$ cat src/rtl/lcd_byte_writer.sv
// lcd_byte_writer: sends one byte to an HD44780-style LCD over its 4-bit bus.
// The high nibble goes first, then the low nibble, each with its own E strobe.
// The block enforces setup, pulse, hold, inter-nibble gap and execution wait.
// Optional macro LCD_LONG_CMD_EN: clear/home commands (rs=0, byte 0x01..0x03)
// use the longer T_LONG execution wait instead of T_EXEC.
module lcd_byte_writer #(
   parameter int T_SETUP = 2,
   parameter int T_PULSE = 12,
   parameter int T_HOLD  = 1,
   parameter int T_GAP   = 50,
   parameter int T_EXEC  = 2000,
   parameter int T_LONG  = 82000,
   parameter int CW      = 18
) (
   input  logic       clk,
   input  logic       rst_n,
   input  logic       wr_valid,
   input  logic       wr_rs,
   input  logic [7:0] wr_data,
   output logic       wr_ready,
   output logic       done,
   output logic       lcd_e,
   output logic       lcd_rs,
   output logic       lcd_rw,
   output logic [3:0] lcd_d
);

   // Terminal counts: each state ends on the cycle its counter reaches T-1.
   localparam logic [CW-1:0] SETUP_LAST = CW'(T_SETUP - 1);
   localparam logic [CW-1:0] PULSE_LAST = CW'(T_PULSE - 1);
   localparam logic [CW-1:0] HOLD_LAST  = CW'(T_HOLD - 1);
   localparam logic [CW-1:0] GAP_LAST   = CW'(T_GAP - 1);
   localparam logic [CW-1:0] EXEC_LAST  = CW'(T_EXEC - 1);

   typedef enum logic [3:0] {
      S_IDLE,
      S_SETUP_H,
      S_PULSE_H,
      S_HOLD_H,
      S_GAP,
      S_SETUP_L,
      S_PULSE_L,
      S_HOLD_L,
      S_WAIT
   } state_t;

   state_t        state_reg;
   logic [CW-1:0] cnt_reg;
   logic [7:0]    byte_reg;
   logic [CW-1:0] wait_last;

`ifdef LCD_LONG_CMD_EN
   localparam logic [CW-1:0] LONG_LAST = CW'(T_LONG - 1);
   // Clear and return-home commands need the long execution wait.
   assign wait_last = (!lcd_rs && (byte_reg == 8'h01 || byte_reg == 8'h02 ||
                                   byte_reg == 8'h03)) ? LONG_LAST : EXEC_LAST;
`else
   assign wait_last = EXEC_LAST;
`endif

   assign wr_ready = (state_reg == S_IDLE);
   assign lcd_rw   = 1'b0;

   // Sequencer: every state clears the counter on entry and leaves at its terminal count.
   always_ff @(posedge clk or negedge rst_n) begin
      if (!rst_n) begin
         state_reg <= S_IDLE;
         cnt_reg   <= '0;
         byte_reg  <= 8'h00;
         lcd_e     <= 1'b0;
         lcd_rs    <= 1'b0;
         lcd_d     <= 4'h0;
         done      <= 1'b0;
      end else begin
         done <= 1'b0;
         case (state_reg)
            S_IDLE: begin
               if (wr_valid) begin
                  state_reg <= S_SETUP_H;
                  cnt_reg   <= '0;
                  byte_reg  <= wr_data;
                  lcd_rs    <= wr_rs;
                  lcd_d     <= wr_data[7:4];
               end
            end
            S_SETUP_H: begin
               if (cnt_reg == SETUP_LAST) begin
                  state_reg <= S_PULSE_H;
                  cnt_reg   <= '0;
                  lcd_e     <= 1'b1;
               end else begin
                  cnt_reg <= cnt_reg + 1'b1;
               end
            end
            S_PULSE_H: begin
               if (cnt_reg == PULSE_LAST) begin
                  state_reg <= S_HOLD_H;
                  cnt_reg   <= '0;
                  lcd_e     <= 1'b0;
                  // Keep the high nibble driven through the hold window.
                  lcd_d     <= byte_reg[7:4];
               end else begin
                  cnt_reg <= cnt_reg + 1'b1;
               end
            end
            S_HOLD_H: begin
               if (cnt_reg == HOLD_LAST) begin
                  state_reg <= S_GAP;
                  cnt_reg   <= '0;
                  lcd_d     <= byte_reg[3:0];
               end else begin
                  cnt_reg <= cnt_reg + 1'b1;
               end
            end
            S_GAP: begin
               if (cnt_reg == GAP_LAST) begin
                  state_reg <= S_SETUP_L;
                  cnt_reg   <= '0;
               end else begin
                  cnt_reg <= cnt_reg + 1'b1;
               end
            end
            S_SETUP_L: begin
               if (cnt_reg == SETUP_LAST) begin
                  state_reg <= S_PULSE_L;
                  cnt_reg   <= '0;
                  lcd_e     <= 1'b1;
               end else begin
                  cnt_reg <= cnt_reg + 1'b1;
               end
            end
            S_PULSE_L: begin
               if (cnt_reg == PULSE_LAST) begin
                  state_reg <= S_HOLD_L;
                  cnt_reg   <= '0;
                  lcd_e     <= 1'b0;
               end else begin
                  cnt_reg <= cnt_reg + 1'b1;
               end
            end
            S_HOLD_L: begin
               if (cnt_reg == HOLD_LAST) begin
                  state_reg <= S_WAIT;
                  cnt_reg   <= '0;
               end else begin
                  cnt_reg <= cnt_reg + 1'b1;
               end
            end
            S_WAIT: begin
               if (cnt_reg == wait_last) begin
                  state_reg <= S_IDLE;
                  cnt_reg   <= '0;
                  done      <= 1'b1;
               end else begin
                  cnt_reg <= cnt_reg + 1'b1;
               end
            end
            default: begin
               state_reg <= S_IDLE;
               cnt_reg   <= '0;
               lcd_e     <= 1'b0;
            end
         endcase
      end
   end

endmodule

$ cat config.mk
export PLATFORM = sky130hd
export DESIGN_NAME = lcd_byte_writer
export DESIGN_NICKNAME = d
export VERILOG_FILES = /design/src/rtl/lcd_byte_writer.sv
export SDC_FILE = /design/constraint.sdc
export NUM_CORES = 1
export LEC_CHECK = 0
export BUFFER_PORTS_ARGS = -buffer_cell sky130_fd_sc_hd__buf_4
export CAP_MARGIN = 5
export CELL_PAD_IN_SITES_DETAIL_PLACEMENT = 1
export CELL_PAD_IN_SITES_GLOBAL_PLACEMENT = 1
export CORE_UTILIZATION = 45
export CTS_BUF_LIST = sky130_fd_sc_hd__clkbuf_8 sky130_fd_sc_hd__clkbuf_16
export CTS_CLUSTER_SIZE = 10
export DETAILED_ROUTE_END_ITERATION = 16
export PLACE_DENSITY_LB_ADDON = 0.3
export SLEW_MARGIN = 5
export SYNTH_ARGS = -nofsm -noshare
export SYNTH_HDL_FRONTEND = slang
export SYNTH_SLANG_ARGS = --single-unit
$ cat constraint.sdc
create_clock -name clk -period 2.3 [get_ports clk]
set_input_delay 0.115 -clock clk [delete_from_list [all_inputs] [get_ports clk]]
set_output_delay 0.115 -clock clk [all_outputs]
set_load 0.02 [all_outputs]
==> results.md <==
* Result of the run: complete, but fails checks
* Violations in the final reports: design-rule violations
* Number of antenna violations at the first check in global routing at 0
* Detailed-route vias per instance at ~5.9
* Clock insertion delay at the later pin of the skew report at roughly 0.31 ns
* TritonCTS clock tree: done
* Proportion of power drawn by the clock network at 41.5%
* Final weighted congestion in routability-driven placement at 0.822
* Port Buf Inserts at 19
* Final Setup Violations at 0
* Count of flip-flops with a built-in enable after synthesis at 0
* Type of the tightest min-delay check: in -> reg
* Ant diodes at 0
* Net Sw Frac at between 20% and 30%
* Internal power at 878 µW
* Most used flip-flop cell after synthesis: sky130_fd_sc_hd__dfrtp_1
* Layout net count at approximately 300
* Number of clock buffers inserted by TritonCTS at 5
* X dimension of the die at approximately 71 µm
* Crit Path Category: reg -> reg
* Worst slack, placed at -0.0428 ns
* Standard cell core area at between 4000 and 5000 µm²
* Clk Tree Root Cell: sky130_fd_sc_hd__clkbuf_8
* Cell count of the worst hold path at 2
* Post-CTS clock slew at the launch and capture registers of the worst setup and hold paths at ~0.090 ns
* Startpoint type of the worst setup path: flop
* Pwr dens at between 400 and 500 nW/µm²
* RR Startpoint: cnt_reg[14]
* Final-report max-slew violation count at 0
* CP Data Arrival Time at around 2.4 ns
* Overall die area at 5070 µm²
* Total Power at roughly 1200 µW
* Final Critical Period at between 2 and 2.5 ns
* Yosys reg bits at 37
* R2r worst-path depth at 6
* Share of the clock period used by the worst path after layout at a little over nine tenths
* Syn avg cell area at approximately 9 µm²
* Area Growth Syn to Fin at 22.9%
* HPWL after detailed placement at just over 4000 µm
* Detailed-route wire length at ~5900 µm
* Overflow after GRT at 0
* Standard-cell rows at 24
* Top-level I/O count at 21
* Number of synthesis warnings at 0
* Count of cell types in the netlist at between 40 and 50
* Top achievable clock speed at approximately 0.46 GHz
* Clock net sink count at 37
* Switching power at just under 300 µW
* Post-layout utilization of the core at 59.3%
* Sequential share of the synthesized area at 42.9%
* H-tree depth at 2
* Hold path start: wr_rs
* Cell count after synthesis at between 200 and 250
* CP Capture Type: flop
* Sequential cell fraction of total power at a little under three fifths
* Number of global-route vias before repair at around 2000
* Clock buffer depth at 2
* Largest net degree at the start of global routing at 38
* Final worst-path setup slack at approximately 0.12 ns
* Cell area reported after detailed placement at between 2000 and 3000 µm²
* Initial standard-cell utilization of the core at approximately 48%
* Req. time, crit path at between 2 and 2.5 ns
* Share of synthesized flip-flops with an asynchronous set or reset at 100%
* Number of failing hold endpoints at the final stage at 0
* Number of max-cap violations at 0
* Post-route antenna net violation count at 0
* Routed wire length per instance at approximately 18 µm
* Fillcell total at approximately 530
* Clock skew after layout at approximately 0.0077 ns
* Tot GR Track Use at between 20% and 30%
* Syn nets at ~250
* Number of detailed-routing iterations run before antenna repair at 10
* Drt first-iter violations at about 200
* DR vias at 1932
* Die H at roughly 70 µm
* Wire length of the first global-routing pass at a little under 10000 µm
* Cell Area, Synth at between 2000 and 2500 µm²
* Highest net fanout along the worst path at 5
* Max FFs per register at 18
* Final design instance area without fill at 2650 µm²
* Proportion of layout cells with a drive suffix above 1 at a little under a third
* Static leakage at ~0.0012 µW
* Combinational share of power at 3.1%
* Post-route DRC violation count at 1
* Worst IR Drop VDD at approximately 0.00023 V
* CP Launch Point: cnt_reg[14]
* Setup TNS after final layout at 0 ns
[power groups by stage]
stage / sequential, µW / clock (µW) / combinational (µW)
final: 650 / 486 / 35.9
after global routing: 650 / 513 / 41.0
after floorplan: 663 / 0 / 6.53
after detailed placement: 663 / 0 / 35.3
after CTS: 650 / 490 / 37.2
after global placement: 663 / 0 / 34.2
[metrics by stage]
step	std cells	hold slack, ns
global route	330	0.0377
detailed placement	320	0.110
finish	330	0.0405
CTS	329	0.0395
global placement	320	0.108
floorplan	239	-0.181
[cells in the mapped netlist (2+ instances only)]
cell type / count / area share (%)
sky130_fd_sc_hd__a21oi_1: 5 / 1.2
sky130_fd_sc_hd__and2_1: 2 / 0.58
sky130_fd_sc_hd__and3_1: 3 / 0.87
sky130_fd_sc_hd__buf_2: 6 / 1.4
sky130_fd_sc_hd__buf_4: 2 / 0.70
sky130_fd_sc_hd__clkbuf_1: 7 / 1.2
sky130_fd_sc_hd__dfrtp_1: 37 / 43
sky130_fd_sc_hd__ha_1: 3 / 1.7
sky130_fd_sc_hd__inv_1: 3 / 0.52
sky130_fd_sc_hd__mux2_2: 14 / 7.3
sky130_fd_sc_hd__mux2i_1: 4 / 1.9
sky130_fd_sc_hd__nand2_1: 43 / 7.5
sky130_fd_sc_hd__nand3_1: 10 / 2.3
sky130_fd_sc_hd__nand4_1: 4 / 1.2
sky130_fd_sc_hd__nor2_1: 18 / 3.1
sky130_fd_sc_hd__nor2b_1: 6 / 1.7
sky130_fd_sc_hd__nor3_1: 10 / 2.3
sky130_fd_sc_hd__nor4_1: 3 / 0.87
sky130_fd_sc_hd__o211ai_1: 6 / 2.1
sky130_fd_sc_hd__o21a_1: 3 / 1.0
sky130_fd_sc_hd__o21ai_0: 3 / 0.70
sky130_fd_sc_hd__o21ai_1: 10 / 2.3
sky130_fd_sc_hd__o21bai_1: 2 / 0.70
sky130_fd_sc_hd__o22ai_1: 6 / 1.7
sky130_fd_sc_hd__or2_1: 2 / 0.58
sky130_fd_sc_hd__or4b_2: 2 / 0.93
sky130_fd_sc_hd__xnor2_1: 4 / 1.6
[layout by cell type, fill, tap and decap left out, drive strengths merged, types with 3 or more instances in the layout]
cell type and instances:
or4b 3, clkinvlp 3, mux2 14, nand2 43, dfrtp 37, buf 46, nor4 4, o22ai 6
o211ai 6, nor2 19, clkbuf 5, and3 3, a21oi 5, ha 3, inv 3, xnor2 4
mux2i 4, nand4 4, o21a 3, nand3 10, nor2b 6, o21ai 14, nor3 11
[per-layer routing]
metal | share of wire [%] | track usage (%) | vias up
met5 | 0 | 0 | -
met4 | 0.88 | 6.00 | 0
met3 | 3.1 | 4.22 | 7
met2 | 48 | 42.5 | 35
met1 | 48 | 34.7 | 974
li1 | - | - | 916
[critical path, cell delays in order, from the launching register on]
cell                        delay [ns]
sky130_fd_sc_hd__dfrtp_1          0.42
sky130_fd_sc_hd__nor4_4           0.31
sky130_fd_sc_hd__nand2_1          0.16
sky130_fd_sc_hd__or4b_4           0.57
sky130_fd_sc_hd__o2bb2ai_2        0.18
sky130_fd_sc_hd__or2_1            0.24
sky130_fd_sc_hd__a22o_1           0.19
[logic make-up (layout without fill, tap and decap cells)]
logic type / count (synthesis) / count (layout) / share of synthesized area [%]
adder cells (fa/ha/maj): 3 / 3 / 1.74
AO/OA/AOI/OAI: 43 / 43 / 13.5
XOR/XNOR: 5 / 5 / 2.03
other: 1 / 1 / 0.174
flip-flops: 37 / 37 / 42.9
AND/OR/NAND/NOR: 113 / 113 / 26.1
multiplexers: 18 / 18 / 9.16
buffers and inverters: 19 / 58 / 4.35
[worst paths after layout]
path / to / slack [ns]
max in group asynchronous: cnt_reg[1] / 1.63
min in group asynchronous: cnt_reg[6] / 0.31
hold / removal: lcd_rs / 0.04
setup / recovery: cnt_reg[1] / 0.12
setup reg to reg: cnt_reg[1] / 0.12
hold reg to reg: byte_reg[6] / 0.51
[final cells by class]
class	count	area (µm²)	area share [%]
Clock buffer	5	68.8	2.60
Sequential cell	37	927	35.0
Timing Repair Buffer	47	380	14.3
Multi-Input combinational cell	183	1180	44.4
Tap cell	52	65.1	2.45
Clock inverter	3	22.5	0.849
Inverter	3	11.3	0.425
[what timing repair did]
action                                  in CTS  in global routing
gates resized for setup                      1                  7
hold buffers                                 1                  0
hold endpoints to repair                    37                  0
buffers inserted                             0                  1
endpoints found under the setup margin       1                 19
pin swaps                                    0                  2
Note: power is estimated with default switching activity, not from simulation.
